$ cat src/rtl/cmos_pkg.sv
// cmos_pkg: shared widths, FSM encoding and pixel word type for the OV7670
// capture path feeding the SDRAM frame buffer.
package cmos_pkg;

    localparam int PIX_W  = 10;
    localparam int LINE_W = 9;
    localparam int SKIP_W = 8;
    localparam int BYTE_W = 11;

    // Capture FSM encoding: WAIT_INIT -> SKIP -> WAIT_VS <-> ACTIVE.
    localparam logic [1:0] ST_WAIT_INIT = 2'd0;
    localparam logic [1:0] ST_SKIP      = 2'd1;
    localparam logic [1:0] ST_WAIT_VS   = 2'd2;
    localparam logic [1:0] ST_ACTIVE    = 2'd3;

    typedef struct packed {
        logic [4:0] r;
        logic [5:0] g;
        logic [4:0] b;
    } rgb565_t;

endpackage

$ cat src/rtl/cmos_byte_pack.sv
// cmos_byte_pack: registers the sensor bus, detects vsync/href edges and pairs
// bytes into RGB565 words with a registered write strobe.
module cmos_byte_pack
    import cmos_pkg::*;
(
    input  logic       clk,
    input  logic       rst,
    input  logic       vsync_i,
    input  logic       href_i,
    input  logic [7:0] data_i,
    input  logic       wr_allow_i,
    output logic       href_o,
    output logic       vs_rise_o,
    output logic       vs_fall_o,
    output logic       href_rise_o,
    output logic       href_fall_o,
    output logic       pair_o,
    output logic       odd_drop_o,
    output logic       sys_we_o,
    output rgb565_t    sys_data_o
);

    logic       vs_q;
    logic       vs_prev_q;
    logic       href_q;
    logic       href_prev_q;
    logic [7:0] data_q;
    logic [7:0] hi_q;
    logic       phase_q;
    logic       phase_cur;
    logic       we_q;
    rgb565_t    word_q;

    assign vs_rise_o   = vs_q & ~vs_prev_q;
    assign vs_fall_o   = ~vs_q & vs_prev_q;
    assign href_rise_o = href_q & ~href_prev_q;
    assign href_fall_o = ~href_q & href_prev_q;
    assign href_o      = href_q;

    // A new line always starts on the high byte.
    assign phase_cur  = href_rise_o ? 1'b0 : phase_q;
    assign pair_o     = href_q & phase_cur;
    assign odd_drop_o = href_fall_o & phase_q;

    assign sys_we_o   = we_q;
    assign sys_data_o = word_q;

    always_ff @(posedge clk) begin
        // NOTE: datapath registers are reset as well, so sys_data_in reads 0 after rst.
        if (rst) begin
            vs_q        <= 1'b0;
            vs_prev_q   <= 1'b0;
            href_q      <= 1'b0;
            href_prev_q <= 1'b0;
            data_q      <= '0;
            hi_q        <= '0;
            phase_q     <= 1'b0;
            we_q        <= 1'b0;
            word_q      <= '0;
        end else begin
            vs_q        <= vsync_i;
            vs_prev_q   <= vs_q;
            href_q      <= href_i;
            href_prev_q <= href_q;
            data_q      <= data_i;
            phase_q     <= href_q ? ~phase_cur : 1'b0;
            if (href_q && !phase_cur) begin
                hi_q <= data_q;
            end
            we_q <= pair_o & wr_allow_i;
            if (pair_o && wr_allow_i) begin
                word_q <= {hi_q, data_q};
            end
        end
    end

endmodule

$ cat src/rtl/cmos_capture.sv
// cmos_capture: OV7670 frame writer into the SDRAM frame buffer write port.
// Optional geometry checking on cap_err is enabled by defining CMOS_CAPTURE_CHECK_EN.
module cmos_capture
    import cmos_pkg::*;
#(
    parameter int H_PIXELS    = 480,
    parameter int V_LINES     = 272,
    parameter int SKIP_FRAMES = 10
) (
    input  logic        clk,
    input  logic        rst,
    input  logic        sdram_init_done,
    input  logic        cmos_vsync,
    input  logic        cmos_href,
    input  logic [7:0]  cmos_data,
    output logic        sys_we,
    output logic [15:0] sys_data_in,
    output logic        frame_valid,
    output logic        frame_done,
    output logic        cap_err
);

    localparam logic [PIX_W-1:0]  H_MAX     = PIX_W'(H_PIXELS);
    localparam logic [LINE_W-1:0] V_MAX     = LINE_W'(V_LINES);
    localparam logic [SKIP_W-1:0] SKIP_LAST = SKIP_W'(SKIP_FRAMES - 1);

    logic              init_q;
    logic [1:0]        state_q, state_d;
    logic [SKIP_W-1:0] skip_q, skip_d;
    logic [PIX_W-1:0]  pix_q, pix_d, pix_cur;
    logic [LINE_W-1:0] line_q, line_d;
    logic              fv_q, fv_d;
    logic              fd_q, fd_d;
    logic              abort;
    logic              wr_allow;

    logic              href_lvl;
    logic              vs_rise, vs_fall, href_rise, href_fall;
    logic              pair, odd_drop;
    rgb565_t           sys_word;

    cmos_byte_pack u_pack (
        .clk         (clk),
        .rst         (rst),
        .vsync_i     (cmos_vsync),
        .href_i      (cmos_href),
        .data_i      (cmos_data),
        .wr_allow_i  (wr_allow),
        .href_o      (href_lvl),
        .vs_rise_o   (vs_rise),
        .vs_fall_o   (vs_fall),
        .href_rise_o (href_rise),
        .href_fall_o (href_fall),
        .pair_o      (pair),
        .odd_drop_o  (odd_drop),
        .sys_we_o    (sys_we),
        .sys_data_o  (sys_word)
    );

    assign sys_data_in = sys_word;
    assign frame_valid = fv_q;
    assign frame_done  = fd_q;

    assign abort    = (state_q != ST_WAIT_INIT) && !init_q;
    assign pix_cur  = href_rise ? '0 : pix_q;
    assign wr_allow = (state_q == ST_ACTIVE) && (pix_cur < H_MAX) && (line_q < V_MAX);

    always_comb begin
        // NOTE: every _d starts from its hold value so no path can infer a latch.
        state_d = state_q;
        skip_d  = skip_q;
        pix_d   = pix_q;
        line_d  = line_q;
        fv_d    = fv_q;
        fd_d    = 1'b0;

        case (state_q)
            ST_WAIT_INIT: begin
                fv_d = 1'b0;
                if (init_q) begin
                    state_d = ST_SKIP;
                    skip_d  = '0;
                end
            end
            ST_SKIP: begin
                if (vs_fall) begin
                    if (skip_q >= SKIP_LAST) begin
                        state_d = ST_WAIT_VS;
                    end else begin
                        skip_d = skip_q + 1'b1;
                    end
                end
            end
            ST_WAIT_VS: begin
                if (vs_fall) begin
                    state_d = ST_ACTIVE;
                    fv_d    = 1'b1;
                    line_d  = '0;
                    pix_d   = '0;
                end
            end
            ST_ACTIVE: begin
                pix_d = pix_cur;
                if (pair && pix_cur < H_MAX) begin
                    pix_d = pix_cur + 1'b1;
                end
                if (href_fall && line_q < V_MAX) begin
                    line_d = line_q + 1'b1;
                end
                if (vs_rise) begin
                    state_d = ST_WAIT_VS;
                    fv_d    = 1'b0;
                    fd_d    = 1'b1;
                end
            end
            default: begin
                state_d = ST_WAIT_INIT;
                fv_d    = 1'b0;
            end
        endcase

        // Losing the frame buffer mid-frame discards the frame without frame_done.
        if (abort) begin
            state_d = ST_WAIT_INIT;
            fv_d    = 1'b0;
            fd_d    = 1'b0;
        end
    end

    always_ff @(posedge clk) begin
        if (rst) begin
            init_q  <= 1'b0;
            state_q <= ST_WAIT_INIT;
            skip_q  <= '0;
            pix_q   <= '0;
            line_q  <= '0;
            fv_q    <= 1'b0;
            fd_q    <= 1'b0;
        end else begin
            init_q  <= sdram_init_done;
            state_q <= state_d;
            skip_q  <= skip_d;
            pix_q   <= pix_d;
            line_q  <= line_d;
            fv_q    <= fv_d;
            fd_q    <= fd_d;
        end
    end

`ifdef CMOS_CAPTURE_CHECK_EN
    localparam logic [BYTE_W-1:0] BYTE_EXP = BYTE_W'(2 * H_PIXELS);

    logic [BYTE_W-1:0] byte_q, byte_d, byte_cur;
    logic              line_bad_q, line_bad_d;
    logic              err_q, err_d;

    always_comb begin
        byte_cur   = href_rise ? '0 : byte_q;
        byte_d     = byte_q;
        line_bad_d = line_bad_q;
        err_d      = err_q;
        if (href_lvl) begin
            byte_d = (&byte_cur) ? byte_cur : byte_cur + 1'b1;
        end
        if (state_q == ST_WAIT_VS && vs_fall) begin
            line_bad_d = 1'b0;
        end
        if (state_q == ST_ACTIVE && href_fall && (byte_q != BYTE_EXP || odd_drop)) begin
            line_bad_d = 1'b1;
        end
        if (state_q == ST_ACTIVE && vs_rise && !abort && (line_bad_q || line_q != V_MAX)) begin
            err_d = 1'b1;
        end
    end

    always_ff @(posedge clk) begin
        if (rst) begin
            byte_q     <= '0;
            line_bad_q <= 1'b0;
            err_q      <= 1'b0;
        end else begin
            byte_q     <= byte_d;
            line_bad_q <= line_bad_d;
            err_q      <= err_d;
        end
    end

    assign cap_err = err_q;
`else
    logic unused_chk;
    assign unused_chk = odd_drop ^ href_lvl;
    assign cap_err    = 1'b0;
`endif

endmodule

$ cat config.mk
export PLATFORM = sky130hd
export DESIGN_NAME = cmos_capture
export DESIGN_NICKNAME = d
export VERILOG_FILES = /design/src/rtl/cmos_pkg.sv /design/src/rtl/cmos_byte_pack.sv /design/src/rtl/cmos_capture.sv
export SDC_FILE = /design/constraint.sdc
export NUM_CORES = 1
export LEC_CHECK = 0
export CAP_MARGIN = 5
export CORE_AREA = 2 2 75 77
export CTS_CLUSTER_DIAMETER = 80
export CTS_CLUSTER_SIZE = 8
export DETAILED_ROUTE_END_ITERATION = 12
export DIE_AREA = 0 0 77 79
export HOLD_SLACK_MARGIN = 0.1
export PLACE_DENSITY_LB_ADDON = 0.25
export SETUP_SLACK_MARGIN = 0.5
export SLEW_MARGIN = 20
export SYNTH_ARGS = -nofsm -noshare
export SYNTH_HDL_FRONTEND = slang
export SYNTH_SLANG_ARGS = --single-unit
$ cat constraint.sdc
create_clock -name clk -period 5.4 [get_ports clk]
set_input_delay 0.81 -clock clk [delete_from_list [all_inputs] [get_ports clk]]
set_output_delay 0.81 -clock clk [all_outputs]
set_load 0.02 [all_outputs]
* Word level (Yosys, flattened, before mapping) *
Cells that the tools add are included.

word-level totals
  logic and storage cells = 90
  input bits = 13
  register bits after elaboration = 70
  output and inout port bits = 20

operators by class
  reductions and logical operators = 22
  mux-type cells = 22
  order comparisons = 3
  equality and inequality tests = 10
  add/subtract/negate cells = 3
  bitwise operators = 12

operators by type and width
  operator               count
  $mux 10                3
  $mux 8                 3
  $pmux 10 s2            1
  $mux 9                 2
  $pmux 9 s2             1
  $pmux 8 s2             1
  $add 10x1->10 const B  1
  $lt 10x9->1 const B    1
  $mux 2                 5
  $add 9x1->9 const B    1
  $lt 9x9->1 const B     1
  $add 8x1->8 const B    1
  $ge 8x4->1 const B     1
  $ne 2x1->1 const B     4
  $pmux 2 s4             1
  $logic_and 1x1->1      7
  $and 1x1->1            6
  $ne 2x2->1 const B     3
  $not 1->1              6
  $reduce_and 3->1       2
  $reduce_bool 2->1      3
  $reduce_and 5->1       1
  $eq 2x2->1 const B     2
  $mux 1                 4
  9 further kinds        11

* Logic depth before layout (Yosys ltp) *
  depth in word-level cells = 7
  gate-level depth with buffers = 8
  depth with buffers taken out = 7

* Cells and area by module *
From an unflattened synthesis, not the netlist that was laid out.

unflattened totals
  cells, all modules = 326
  area, all modules = 3,126.7 µm²

by module, submodules not included
  module          sequential area each (µm²)  instances  area an instance (µm²)  cells each
  cmos_capture    640.6                       1          1,686.6                 198
  cmos_byte_pack  760.7                       1          1,440.1                 128

* Worst setup path after synthesis *
Ideal clock, no wire load.

  kind = flip-flop to flip-flop
  from = register skip_q[1]
  to = register skip_q[2]
  clock period less this slack = 2.108 ns
  stages on the path, launching flop included = 7
  arrival = 2.038 ns
  path buffers = 0
  setup time = 0.070 ns
  data required time = 5.330 ns
  path slack = 3.292 ns
  path through = dfxtp_1 inv_1 ha_1 or3b_2 a2111o_1 or4_1 a21oi_1

on the way
  word-level cells in the longest chain between the ends = 4
  elaborated cells between the ends (all ways) = 7
  classes of those cells = 1 x add/sub; 1 x order compare; 1 x eq/ne; 3 x mux; 1 x reduce/logical

ends and longest elaborated chain
  what                    line                 source
  start, declared         cmos_capture.sv:29   logic [SKIP_W-1:0] skip_q, skip_d;
  start signal, assigned  cmos_capture.sv:142  skip_q <= skip_d;
  $add 8x1->8             cmos_capture.sv:90   skip_d = skip_q + 1'b1;
  $mux 8                  cmos_capture.sv:87   if (skip_q >= SKIP_LAST) begin
  $mux 8                  cmos_capture.sv:86   if (vs_fall) begin
  $pmux 8 s2              cmos_capture.sv:77   case (state_q)

Parallel ways exist; a longest one is shown, timed or not. The select of a mux whose other input is x is not followed.
A chain may end at the register's enable or synchronous reset.

* Worst setup path after layout *
  from = register state_q[0]
  to = register state_q[0]

on the way
  word-level cells in the longest chain between the ends = 3
  elaborated cells between the ends (all ways) = 14
  classes of those cells = 8 x eq/ne; 1 x mux; 5 x reduce/logical

ends and longest elaborated chain
  what                                                                  line                 source
  start, declared                                                       cmos_capture.sv:28   logic [1:0] state_q, state_d;
  start signal, assigned                                                cmos_capture.sv:141  state_q <= state_d;
  $eq 2x1->1 (tied with other cells)                                    cmos_capture.sv:77
  $ne 2x1->1 (no line) (tied with other cells)                          n/a
  $reduce_and 5->1 (no line) / $reduce_or 2->1 (equally long branches)  n/a

Parallel ways exist; a longest one is shown, timed or not.

==> metrics.md <==
| Metric | Value |
|---|---|
| Fin crit period | `2.400 ns` |
| Critical path required time | `5.61 ns` |
| Number of I/O port buffers | `31` |
| Dpl cell area | `3358 sq um` |
| Seq/Total Area, Yosys | `46.13%` |
| Post-synth ARST share | `0%` |
| RSZ-0062 raised after global routing | `no` |
| Warnings, synthesis | `0` |
| Non-Filler Instances | `433` |
| CP Max Fanout | `17` |
| DP HPWL | `3857 um` |
| Footprint of the multi-input gates | `1528 sq um` |
| Global route overflow | `0` |
| Postcts setup bufs | `0` |
| CTS resizes | `0` |
| Final worst clock skew | `0.008380 ns` |
| Setup ws final | `3.000 ns` |
| Final Hold Vio Count | `0` |
| Dpl ws | `2.809 ns` |
| Placed insts | `417` |
| Final setup viols | `0` |
| Final WL | `5860 um` |
| Max Freq | `416.7 MHz` |
| Vias | `2372` |
| Initial drt markers | `108` |
| Avg Inst Size Synth | `9.178 sq um` |
| Register bit total from synthesis | `70` |
| Number of fill cells | `462` |
| CP max-delay cell | `dfxtp_1` |
| Ys flop type | `dfxtp_1` |
| Insertion delay to the later sink of the worst-skew pair | `0.33 ns` |
| Layout area overhead | `16.68%` |
| Worst setup SP type | `flop` |
| Ports | `33` |
| Root Driver | `clkbuf_8` |
| Row count | `27` |
| Gate Count Post-Synth | `331` |
| Core Area | `5338 sq um` |
| WL/cell | `13.53 um` |
| Util after Layout | `66.41%` |
| Class of the worst hold path | `reg2reg` |
| Status | `finished clean` |
| CTS Buf Count | `9` |
| FF/Latch Area | `1401 sq um` |
| Synth unique cells | `54` |
| Clock buffer depth | `2` |
| Width of the die | `77 um` |
| CTS HTree Levels | `3` |
| Antenna-violating nets left | `0` |
| Number of synthesized flops with an enable pin | `0` |
| Post-DR vias/cell | `5.478` |
| Initial antenna violation count | `0` |
| Syn Nets | `349` |
| Share of layout cells above drive strength 1 | `7.202%` |
| Largest net degree at the start of global routing | `68` |
| Setup TNS | `0 ns` |
| # diodes | `0` |
| CTS tree | `done` |
| Critical Path Sink Type | `flop` |
| CP max stage delay | `0.67 ns` |
| CP cell instances | `or4b_4, a2111oi_2, a221oi_1, mux2_1` |
| Drt pass-1 iters | `4` |
| Nets | `374` |
| Mapped Area | `3038 sq um` |
| Initial standard-cell utilization of the core | `56.92%` |
| Chip height | `79 um` |
| CP arrival | `2.61 ns` |
| Total clock sinks | `70` |
| Worst vdd ir | `227.0 uV` |
| Slew Limit Fails | `0` |
| Max_cap viols | `0` |
| Crit path kind | `reg2reg` |
| Pwr/cell area | `270.8 nW/um^2` |
| Total GRT Usage | `20.52%` |
| # DRC | `0` |
| CTS clk-pin slew, worst paths | `0.07 ns` |
| Die Area | `6083 sq um` |
| Vias in the first global route | `2269` |
| Period utilisation layout | `44.44%` |
| CTS Hold Bufs | `0` |
| Global-route wire length before repair | `10070 um` |
| Final instance area | `3545 sq um` |
| Worst slew margin | `39.89%` |
| Worst-Margin Slew | `0.9016 ns` |
| Leakage | `1.199 nW` |
| Routability cong. | `0.8399` |
==> metrics by stage <==
stage / hold WS [ns] / total power, W
after floorplan: 0.4202 / 0.0005718
after global placement: 0.4428 / 0.0005852
after detailed placement: 0.4491 / 0.0005863
after CTS: 0.4595 / 0.0009681
after global routing: 0.4729 / 0.0009977
final: 0.4550 / 0.0009600
==> worst max-delay path: cells and delay by family, from the launching register on <==
kind	cells	cell delay (ns)
flip-flops	1	0.67
AO/OA/AOI/OAI	2	0.73
AND/OR/NAND/NOR	1	0.54
multiplexers	1	0.35
==> kinds of logic after synthesis <==
logic type	after synthesis	synth area share, %
adders and majority gates	5	2.059
other	1	0.1234
buffers and inverters	25	3.583
xor gates and xnor gates	6	1.730
AOI/OAI and AO/OA	56	12.85
DFF	70	46.13
and+or+nand+nor	150	27.55
muxes	18	5.972
==> synthesized netlist by cell type (2+ instances only) <==
cell,number,area (sq um)
or3_1,2,12.51
a22o_1,2,17.52
nand2_1,34,127.6
nand4b_1,2,17.52
nor3_1,6,30.03
nor2b_1,16,100.1
or4_1,2,15.01
a21oi_1,21,105.1
or2_2,2,12.51
a41oi_1,2,17.52
xnor2_1,6,52.55
a31o_2,2,17.52
clkbuf_1,15,56.30
mux2i_1,17,170.2
a32o_1,2,20.02
o21ai_0,4,20.02
dfxtp_1,70,1401
nand2b_1,34,212.7
nor2_1,14,52.55
a221oi_1,2,17.52
and3_1,2,12.51
ha_1,5,62.56
nand3_1,10,50.05
nor4_1,4,25.02
a21o_1,3,22.52
a31oi_1,3,18.77
buf_4,2,15.01
o211ai_1,4,30.03
nand3b_1,2,15.01
and2_1,11,68.82
inv_1,7,26.28
==> layout make-up <==
class | instances | share of cell area [%]
Clock buffer | 13 | 4.765
Clock inverter | 3 | 0.4942
Inverter | 7 | 0.7413
Multi-Input combinational cell | 236 | 43.10
Sequential cell | 70 | 39.53
Tap cell | 72 | 2.541
Timing Repair Buffer | 32 | 8.825
==> where the power goes <==
group          internal [W]  switching (W)
registers          0.000524     0.00000700
logic             0.0000218      0.0000224
clock network      0.000203       0.000182
==> placed cells by master, fill, tap and decap left out, types with 3 or more instances in the layout <==
master and count:
clkbuf_8 12, dfxtp_1 70, nor2_1 14, a21o_1 3
a21oi_1 21, o21ai_0 4, and2_1 11, nor3_1 6
o211ai_1 4, ha_1 5, mux2i_1 17, a31oi_1 3
inv_1 7, nand2_1 34, nor2b_1 16, nand3_1 10
clkdlybuf4s50_1 30, xnor2_1 6, nor4_1 4, nand2b_1 34
==> sequential cells by signal, indices dropped and copies added (netlist names), 2 cells and up <==
| signal | cells |
|---|---|
| state_q | 2 |
| u_pack.hi_q | 8 |
| u_pack.data_q | 8 |
| pix_q | 10 |
| u_pack.sys_data_o | 16 |
| line_q | 9 |
| skip_q | 8 |
==> metal layers <==
| metal | track usage (%) | part of all wire (%) | up-vias |
|---|---|---|---|
| met1 | 25.14 | 45 | 1121 |
| met2 | 34.65 | 50 | 42 |
| met3 | 3.977 | 3.3 | 6 |
| met5 | 0 | 0 | - |
| li1 | - | - | 1203 |
| met4 | 10.36 | 1.3 | 0 |
==> worst paths after layout <==
check	to	from	depth (start not counted)	slack (ns)
worst max register to register	state_q[0]	state_q[0]	4	3.00
worst max-delay path	state_q[0]	state_q[0]	4	3.00
worst min register to register	u_pack.hi_q[3]	u_pack.data_q[3]	2	0.45
worst min-delay path	u_pack.hi_q[3]	u_pack.data_q[3]	2	0.45
(Power assumes the default switching activity.)
